## config.mk

```make
export PLATFORM = sky130hd
export DESIGN_NAME = vote_tally_demux
export DESIGN_NICKNAME = d
export VERILOG_FILES = /design/src/rtl/evm_pkg.sv /design/src/rtl/sat_counter.sv /design/src/rtl/vote_tally_demux.sv
export SDC_FILE = /design/constraint.sdc
export NUM_CORES = 1
export LEC_CHECK = 0
export CELL_PAD_IN_SITES_DETAIL_PLACEMENT = 0
export CELL_PAD_IN_SITES_GLOBAL_PLACEMENT = 2
export CORE_MARGIN = 5
export CORE_UTILIZATION = 34
export CTS_CLUSTER_DIAMETER = 50
export CTS_CLUSTER_SIZE = 24
export DETAILED_ROUTE_END_ITERATION = 12
export GPL_TIMING_DRIVEN = 1
export PLACE_DENSITY_LB_ADDON = 0.1
export SKIP_LAST_GASP = 1
export SLEW_MARGIN = 20
export SYNTH_ARGS = -nofsm -noshare
export SYNTH_HDL_FRONTEND = slang
export SYNTH_HIERARCHICAL = 1
export SYNTH_SLANG_ARGS = --single-unit
```

## constraint.sdc

```tcl
create_clock -name clk -period 5.59 [get_ports clk]
set_input_delay 1.3975 -clock clk [delete_from_list [all_inputs] [get_ports clk]]
set_output_delay 1.3975 -clock clk [all_outputs]
set_load 0.02 [all_outputs]
```

## src/rtl/evm_pkg.sv

```systemverilog
// Shared types and constants for the EVM vote-tally datapath.
package evm_pkg;

   localparam int CNT_W_DEFAULT = 4;
   localparam int NUM_CAND      = 4;

   typedef enum logic [1:0] {
      IDLE   = 2'b00,
      ARMED  = 2'b01,
      COMMIT = 2'b10
   } state_t;

   localparam logic [1:0] CAND_A = 2'd0;
   localparam logic [1:0] CAND_B = 2'd1;
   localparam logic [1:0] CAND_C = 2'd2;
   localparam logic [1:0] CAND_D = 2'd3;

endpackage

```

## src/rtl/sat_counter.sv

```systemverilog
// Saturating up-counter with synchronous clear; sat flags the all-ones value.
module sat_counter #(
   parameter int CNT_W = 4
) (
   input  logic             clk,
   input  logic             rst_n,
   input  logic             inc,
   input  logic             clr,
   output logic [CNT_W-1:0] count,
   output logic             sat
);

   logic [CNT_W-1:0] count_reg;

   always_ff @(posedge clk or negedge rst_n) begin
      if (!rst_n) begin
         count_reg <= '0;
      end else if (clr) begin
         count_reg <= '0;
      end else if (inc && !sat) begin
         count_reg <= count_reg + 1'b1;
      end
   end

   assign count = count_reg;
   assign sat   = &count_reg;

endmodule

```

## src/rtl/vote_tally_demux.sv

```systemverilog
// One-vote-per-arm ballot FSM steering increments into four saturating tallies.
// Optional arm timeout is compiled in with the VOTE_TIMEOUT_EN macro.
module vote_tally_demux
   import evm_pkg::*;
#(
   parameter int CNT_W          = CNT_W_DEFAULT,
   parameter int TIMEOUT_CYCLES = 255
) (
   input  logic             clk,
   input  logic             rst_n,
   input  logic             ballot_en,
   input  logic             vote_valid,
   input  logic [1:0]       vote_sel,
   input  logic             clear_tally,
   output logic [CNT_W-1:0] A,
   output logic [CNT_W-1:0] B,
   output logic [CNT_W-1:0] C,
   output logic [CNT_W-1:0] D,
   output logic             ready,
   output logic             vote_done,
   output logic             overflow,
   output logic             timeout
);

   if (CNT_W < 1 || TIMEOUT_CYCLES < 1 || TIMEOUT_CYCLES > 65535) begin : g_bad_param
      $error("vote_tally_demux: illegal CNT_W or TIMEOUT_CYCLES");
   end

   state_t           state_reg, state_next;
   logic [1:0]       sel_reg;
   logic             ready_reg, vote_done_reg, overflow_reg;
   logic             expire;
   logic             clr_all, commit_ovf;
   logic [NUM_CAND-1:0] inc_vec, sat_vec;
   logic [CNT_W-1:0] cnt [NUM_CAND];

   always_ff @(posedge clk or negedge rst_n) begin
      if (!rst_n) state_reg <= IDLE;
      else        state_reg <= state_next;
   end

   always_comb begin
      state_next = state_reg;
      unique case (state_reg)
         IDLE:    if (!clear_tally && ballot_en) state_next = ARMED;
         ARMED:   if (vote_valid) state_next = COMMIT;
                  else if (expire) state_next = IDLE;
         COMMIT:  state_next = IDLE;
         default: state_next = IDLE;
      endcase
   end

   always_comb begin
      clr_all    = (state_reg == IDLE) && clear_tally;
      inc_vec    = '0;
      commit_ovf = 1'b0;
      if (state_reg == COMMIT) begin
         inc_vec[sel_reg] = 1'b1;
         commit_ovf       = sat_vec[sel_reg];
      end
   end

   // Outputs come from registers so nothing on the pins is combinational in the inputs.
   always_ff @(posedge clk or negedge rst_n) begin
      if (!rst_n) begin
         sel_reg       <= CAND_A;
         ready_reg     <= 1'b0;
         vote_done_reg <= 1'b0;
         overflow_reg  <= 1'b0;
      end else begin
         if (state_reg == ARMED && vote_valid) sel_reg <= vote_sel;
         ready_reg     <= (state_next == ARMED);
         vote_done_reg <= (state_reg == COMMIT);
         overflow_reg  <= clr_all ? 1'b0 : (overflow_reg | commit_ovf);
      end
   end

   genvar gi;
   generate
      for (gi = 0; gi < NUM_CAND; gi++) begin : g_tally
         sat_counter #(.CNT_W(CNT_W)) u_cnt (
            .clk   (clk),
            .rst_n (rst_n),
            .inc   (inc_vec[gi]),
            .clr   (clr_all),
            .count (cnt[gi]),
            .sat   (sat_vec[gi])
         );
      end
   endgenerate

`ifdef VOTE_TIMEOUT_EN
   logic [15:0] timer_reg;
   logic        timeout_reg;

   // Timer is zero in the first ARMED cycle, so the limit lands on ARMED cycle TIMEOUT_CYCLES.
   always_ff @(posedge clk or negedge rst_n) begin
      if (!rst_n) begin
         timer_reg   <= '0;
         timeout_reg <= 1'b0;
      end else begin
         timer_reg   <= (state_reg == ARMED) ? timer_reg + 16'd1 : 16'd0;
         timeout_reg <= expire && !vote_valid;
      end
   end

   assign expire  = (state_reg == ARMED) && (timer_reg == 16'(TIMEOUT_CYCLES - 1));
   assign timeout = timeout_reg;
`else
   assign expire  = 1'b0;
   assign timeout = 1'b0;
`endif

   assign A         = cnt[CAND_A];
   assign B         = cnt[CAND_B];
   assign C         = cnt[CAND_C];
   assign D         = cnt[CAND_D];
   assign ready     = ready_reg;
   assign vote_done = vote_done_reg;
   assign overflow  = overflow_reg;

endmodule

```

==> results.sh, run 1 <==
export IMPL_worstSetupPathType="flop to output port"
export IMPL_syn_area_per_cell_um2=11.1
export IMPL_finalHoldViolations=0
export IMPL_drv_slew=0
export IMPL_worst_slew_pin_slew_ps=529
export IMPL_crit_end="C[0]"
export IMPL_slowest_stage="clkdlybuf4s50_1"
export IMPL_start_kind="flop"
export IMPL_largest_reg_flops=16
export IMPL_grt_pass1_vias=895
export IMPL_fp_dieH_um=70.6
export IMPL_vias=902
export IMPL_dr_pass1_iters=3
export IMPL_path_cells="clkdlybuf4s50_1"
export IMPL_grt_start_max_net_pins=26
export IMPL_pre_cts_ws_ps=2800
export IMPL_layout_nets=152
export IMPL_min_period_ps=2730
export IMPL_worstPathRequired_ps=4190
export IMPL_final_common_cell="clkdlybuf4s50_1"
export IMPL_rsz0062_at_grt="false"
export IMPL_setup_tns_ps=0
export IMPL_status="finished clean"
export IMPL_layout_common_cells="clkdlybuf4s50_1 (24), dfrtp_1 (23), nor2_1 (10), a21oi_1 (9), nand2b_1 (8)"
export IMPL_remaining_drc_errors=0
export IMPL_power_density_mw_per_mm2=232
export IMPL_setup_slack_ps=2860
export IMPL_hold_depth=1
export IMPL_routabilityCongestion=0.687
export IMPL_overflow=0
export IMPL_finalClockSkew_ps=1.42
export IMPL_yosysWarnings=6
export IMPL_cp_depth=1
export IMPL_crit_path_max_fanout=5
export IMPL_finalSetupViolations=0
export IMPL_ys_seq_elements=23
export IMPL_grt_total_usage=0.105
export IMPL_ys_seq_area_frac=0.461
export IMPL_cp_end_kind="output port"
export IMPL_cts_setup_buffers=0
export IMPL_clk_latency_ps=270
export IMPL_routedWlPerCell_um=13.4
export IMPL_drtIter0Drc=18
export IMPL_diodes=0
export IMPL_ant_nets=0
export IMPL_startpoint="g_tally[2].u_cnt/count[0]"
export IMPL_cts_buffers=3
export IMPL_slew_headroom=0.647
export IMPL_cts_tree="done"
export IMPL_cts_clk_slew_worst_paths_ps=80
export IMPL_hp_start="overflow"
export IMPL_row_count=22
export IMPL_ios=27
export IMPL_crit_family="buffers and inverters"
export IMPL_fmaxAchievable_mhz=366
export IMPL_cts_sinks=23
export IMPL_htreeDepth=1
export IMPL_hold_path_class="flop to flop"
export IMPL_r2r_slack_ps=3820
export IMPL_crit_arrival_ps=1330
export IMPL_root_buffer="clkbuf_8"
export IMPL_syn_num_nets=123
export IMPL_drive_gt1_frac=0.179
export IMPL_timing_final_crit_share=0.488
export IMPL_rr_worst_depth=4
export IMPL_holdBufCountCts=0
export IMPL_synthCells=112
export IMPL_hpwl_um=1820
export IMPL_die_area_mm2=0.00498
export IMPL_syn_area_mm2=0.00125
export IMPL_p_leak_uw=0.000693
export IMPL_worst_path_largest_cell_delay_ps=630
export IMPL_vias_per_cell=4.80
export IMPL_design_core_area_mm2=0.00361
export IMPL_rr_startpoint="state_reg[0]"
export IMPL_maxCapViolations=0
export IMPL_clockBufferDepth=2
export IMPL_ys_types=26
export IMPL_r2r_end="g_tally[0].u_cnt/count[0]"
export IMPL_wirelength_um=2510
export IMPL_die_w_um=70.6
export IMPL_final_fill_count=359
export IMPL_start_util=0.346
export IMPL_area_growth_pct=28.2
export IMPL_ir_drop_mv=0.0739
export IMPL_antenna_found_initial=0
export IMPL_critPathBufInv=1
export IMPL_grt_pass1_wl_um=4210
export IMPL_port_buffers=25
export IMPL_cts_resized=0
## report_power, final
group          leakage [uW]  internal (uW)  switching [uW]
logic              0.000357           36.8            33.0
registers          0.000313            179            15.3
clock network     0.0000228           51.0            56.8
## per-stage QoR
stage	hold slack [ps]	std cells	power [uW]	cell area, um^2	util
after global placement	500	184	268	1560	0.433
after CTS	531	188	379	1600	0.444
after detailed placement	511	184	269	1560	0.431
after global routing	543	188	390	1600	0.444
final	516	188	372	1600	0.444
after floorplan	482	112	240	1250	-
## final cells by class
class / count / area [um^2] / share of cell area
flip-flops and latches: 23 / 576 / 0.360
multi-input cells: 84 / 656 / 0.410
clock buffers: 4 / 45.0 / 0.0281
inverters: 3 / 11.3 / 0.00704
well taps: 48 / 60.1 / 0.0375
repair buffers: 26 / 253 / 0.158
## logic make-up after synthesis
family,after synthesis,synth area share
fa+ha+maj,4,0.0401
simple gates,52,0.299
other cells,1,0.00300
mux,12,0.114
buf+inv,5,0.0180
flops,23,0.461
compound gates,15,0.0651
## metal layers
layer	vias up	part of all wire	global-route usage
met5	-	0	0
met4	0	0.012	0.0438
met3	4	0.033	0.0199
met2	15	0.49	0.166
met1	435	0.46	0.142
li1	448	-	-
## cells in the mapped netlist, drive strengths merged
| cell type | instances | area share |
|---|---|---|
| nor3b | 2 | 0.012 |
| or3b | 1 | 0.0070 |
| conb | 1 | 0.0030 |
| nand2b | 8 | 0.040 |
| mux2i | 6 | 0.048 |
| buf | 1 | 0.0060 |
| o22ai | 1 | 0.0050 |
| mux2 | 6 | 0.066 |
| nor2b | 9 | 0.069 |
| ha | 4 | 0.040 |
| o21ai | 4 | 0.016 |
| or2 | 4 | 0.020 |
| nor2 | 10 | 0.030 |
| nor3 | 4 | 0.016 |
| dfrtp | 23 | 0.46 |
| nand4 | 4 | 0.020 |
| inv | 3 | 0.0090 |
| o21ba | 1 | 0.0080 |
| a21oi | 9 | 0.036 |
| and3 | 4 | 0.036 |
| and4b | 4 | 0.036 |
| clkbuf | 1 | 0.0030 |
| nand3b | 2 | 0.012 |
## worst reg2reg max path, cell delays in order, from the launching register on
cell and delay, ps:
dfrtp_1 460, or3b_1 440, nor2_1 240, nor2b_4 230, mux2_4 300
## how the worst min path moves through the flow
stage / end / slack (ps)
after floorplan: sel_reg[0] / 480
after global placement: sel_reg[0] / 500
after detailed placement: overflow / 510
after CTS: overflow / 530
after global routing: overflow / 540
final: overflow / 520
Note: power is estimated with default switching activity, not from simulation.
==> run 2, diff against run 1 <==
--- a/config.mk
+++ b/config.mk
@@ -8,7 +8,7 @@
 export CELL_PAD_IN_SITES_DETAIL_PLACEMENT = 0
 export CELL_PAD_IN_SITES_GLOBAL_PLACEMENT = 2
 export CORE_MARGIN = 5
-export CORE_UTILIZATION = 34
+export CORE_UTILIZATION = 32
 export CTS_CLUSTER_DIAMETER = 50
 export CTS_CLUSTER_SIZE = 24
 export DETAILED_ROUTE_END_ITERATION = 12
==> constraint.sdc (replaced) <==
create_clock -name clk -period 2.75 [get_ports clk]
set_input_delay 0.6875 -clock clk [delete_from_list [all_inputs] [get_ports clk]]
set_output_delay 0.6875 -clock clk [all_outputs]
set_load 0.02 [all_outputs]
==> run 2 against run 1 <==
  * Sequential cell count stayed put
  * Clock skew grew 3.5 ps
  * Sequential power increased by 100%
  * Critical path type unchanged
  * Clock power is 98% higher
  * Cell count is 0.53% higher
  * Global-route usage about the same
  * Worst hold slack got worse by 2.9 ps
  * Total power rose by 100%
==> results.sh, run 2 (synthesis results as in run 1) <==
export IMPL_status="finished clean"
export IMPL_p_comb_frac=0.190
export IMPL_holdBufCountCts=0
export IMPL_worstPathRequired_ps=2060
export IMPL_timing_final_crit_share=0.730
export IMPL_rr_startpoint="state_reg[0]"
export IMPL_seq_power_share=0.526
export IMPL_p_int_uw=543
export IMPL_layout_common_cells="clkdlybuf4s50_1 (25), dfrtp_1 (23), nor2_1 (10), a21oi_1 (9), nand2b_1 (8)"
export IMPL_remaining_drc_errors=0
export IMPL_area_growth_pct=29.2
export IMPL_grt_pass1_vias=919
export IMPL_layout_nets=153
export IMPL_r2r_slack_ps=960
export IMPL_worstSetupPathType="flop to output port"
export IMPL_dr_pass1_iters=4
export IMPL_setup_tns_ps=0
export IMPL_drtIter0Drc=31
export IMPL_grt_start_max_net_pins=26
export IMPL_r2r_end="g_tally[2].u_cnt/count[0]"
export IMPL_die_area_mm2=0.00525
export IMPL_path_cells="clkdlybuf4s50_1"
export IMPL_drv_slew=0
export IMPL_wirelength_um=2530
export IMPL_finalClockSkew_ps=4.96
export IMPL_critPathBufInv=1
export IMPL_final_fill_count=358
export IMPL_drive_gt1_frac=0.177
export IMPL_overflow=0
export IMPL_routedWlPerCell_um=13.4
export IMPL_grt_total_usage=0.106
export IMPL_htreeDepth=1
export IMPL_finalHoldViolations=0
export IMPL_setup_slack_ps=744
export IMPL_finalSetupViolations=0
export IMPL_vias=902
export IMPL_power_density_mw_per_mm2=467
export IMPL_cts_resized=0
export IMPL_die_w_um=72.5
export IMPL_vias_per_cell=4.77
export IMPL_maxCapViolations=0
export IMPL_hold_depth=1
export IMPL_hold_path_class="flop to flop"
export IMPL_final_common_cell="clkdlybuf4s50_1"
export IMPL_clockPowerShare=0.284
export IMPL_cts_setup_buffers=0
export IMPL_min_period_ps=2010
export IMPL_ir_drop_mv=0.278
export IMPL_clk_latency_ps=270
export IMPL_crit_path_max_fanout=5
export IMPL_hpwl_um=1810
export IMPL_cts_tree="done"
export IMPL_slowest_stage="clkdlybuf4s50_1"
export IMPL_p_sw_uw=209
export IMPL_rsz0062_at_grt="false"
export IMPL_worst_path_largest_cell_delay_ps=630
export IMPL_cp_end_kind="output port"
export IMPL_rr_worst_depth=4
export IMPL_p_sw_frac=0.278
export IMPL_cts_buffers=3
export IMPL_start_util=0.336
export IMPL_row_count=22
export IMPL_p_leak_uw=0.000698
export IMPL_cp_depth=1
export IMPL_fmaxAchievable_mhz=498
export IMPL_crit_family="buffers and inverters"
export IMPL_largest_reg_flops=16
export IMPL_start_kind="flop"
export IMPL_design_core_area_mm2=0.00372
export IMPL_ios=27
export IMPL_antenna_found_initial=0
export IMPL_cts_clk_slew_worst_paths_ps=80
export IMPL_port_buffers=25
export IMPL_diodes=0
export IMPL_routabilityCongestion=0.731
export IMPL_clockBufferDepth=2
export IMPL_min_to="overflow"
export IMPL_hp_start="overflow"
export IMPL_crit_arrival_ps=1320
export IMPL_grt_pass1_wl_um=4350
export IMPL_pre_cts_ws_ps=653
export IMPL_fp_dieH_um=72.5
export IMPL_total_power_uw=753
export IMPL_ant_nets=0
export IMPL_cts_sinks=23
export IMPL_root_buffer="clkbuf_8"
## run 2: metrics by stage
step,area (um^2),util,instances,hold WS (ps)
2_1_floorplan,1250,-,112,392
3_3_place_gp,1570,0.422,185,503
3_5_place_dp,1570,0.422,185,500
4_1_cts,1610,0.434,189,519
5_1_grt,1610,0.434,189,543
6_report,1610,0.434,189,514
## run 2: power by group through the flow
stage / Combinational (uW) / Clock (uW) / Sequential, uW
3_5_place_dp: 146 / 0 / 403
4_1_cts: 146 / 224 / 397
2_1_floorplan: 87.4 / 0 / 401
5_1_grt: 157 / 241 / 403
3_3_place_gp: 144 / 0 / 402
6_report: 143 / 214 / 396
## run 2: routing by layer
metal,GRT usage,vias up,part of all wire
li1,-,451,-
met1,0.132,428,0.46
met2,0.173,19,0.48
met3,0.0360,4,0.049
met4,0.0307,0,0.010
met5,0,-,0
## run 2: worst max-delay path by stage
stage	from	endpoint	slack [ps]
after detailed placement	clear_tally	g_tally[0].u_cnt/count[0]	650
after floorplan	clear_tally	g_tally[0].u_cnt/count[0]	330
after global placement	clear_tally	g_tally[2].u_cnt/count[0]	700
final	g_tally[0].u_cnt/count[0]	A[0]	740
after CTS	g_tally[1].u_cnt/count[0]	B[0]	720
after global routing	g_tally[3].u_cnt/count[0]	D[0]	680
## run 2: layout make-up
cell class | count | area [um^2] | share of cell area
multi-input combinational | 84 | 656 | 0.407
sequential | 23 | 576 | 0.357
timing repair buffer | 27 | 265 | 0.164
tap | 48 | 60.1 | 0.0372
clock buffer | 4 | 45.0 | 0.0279
inverter | 3 | 11.3 | 0.00698
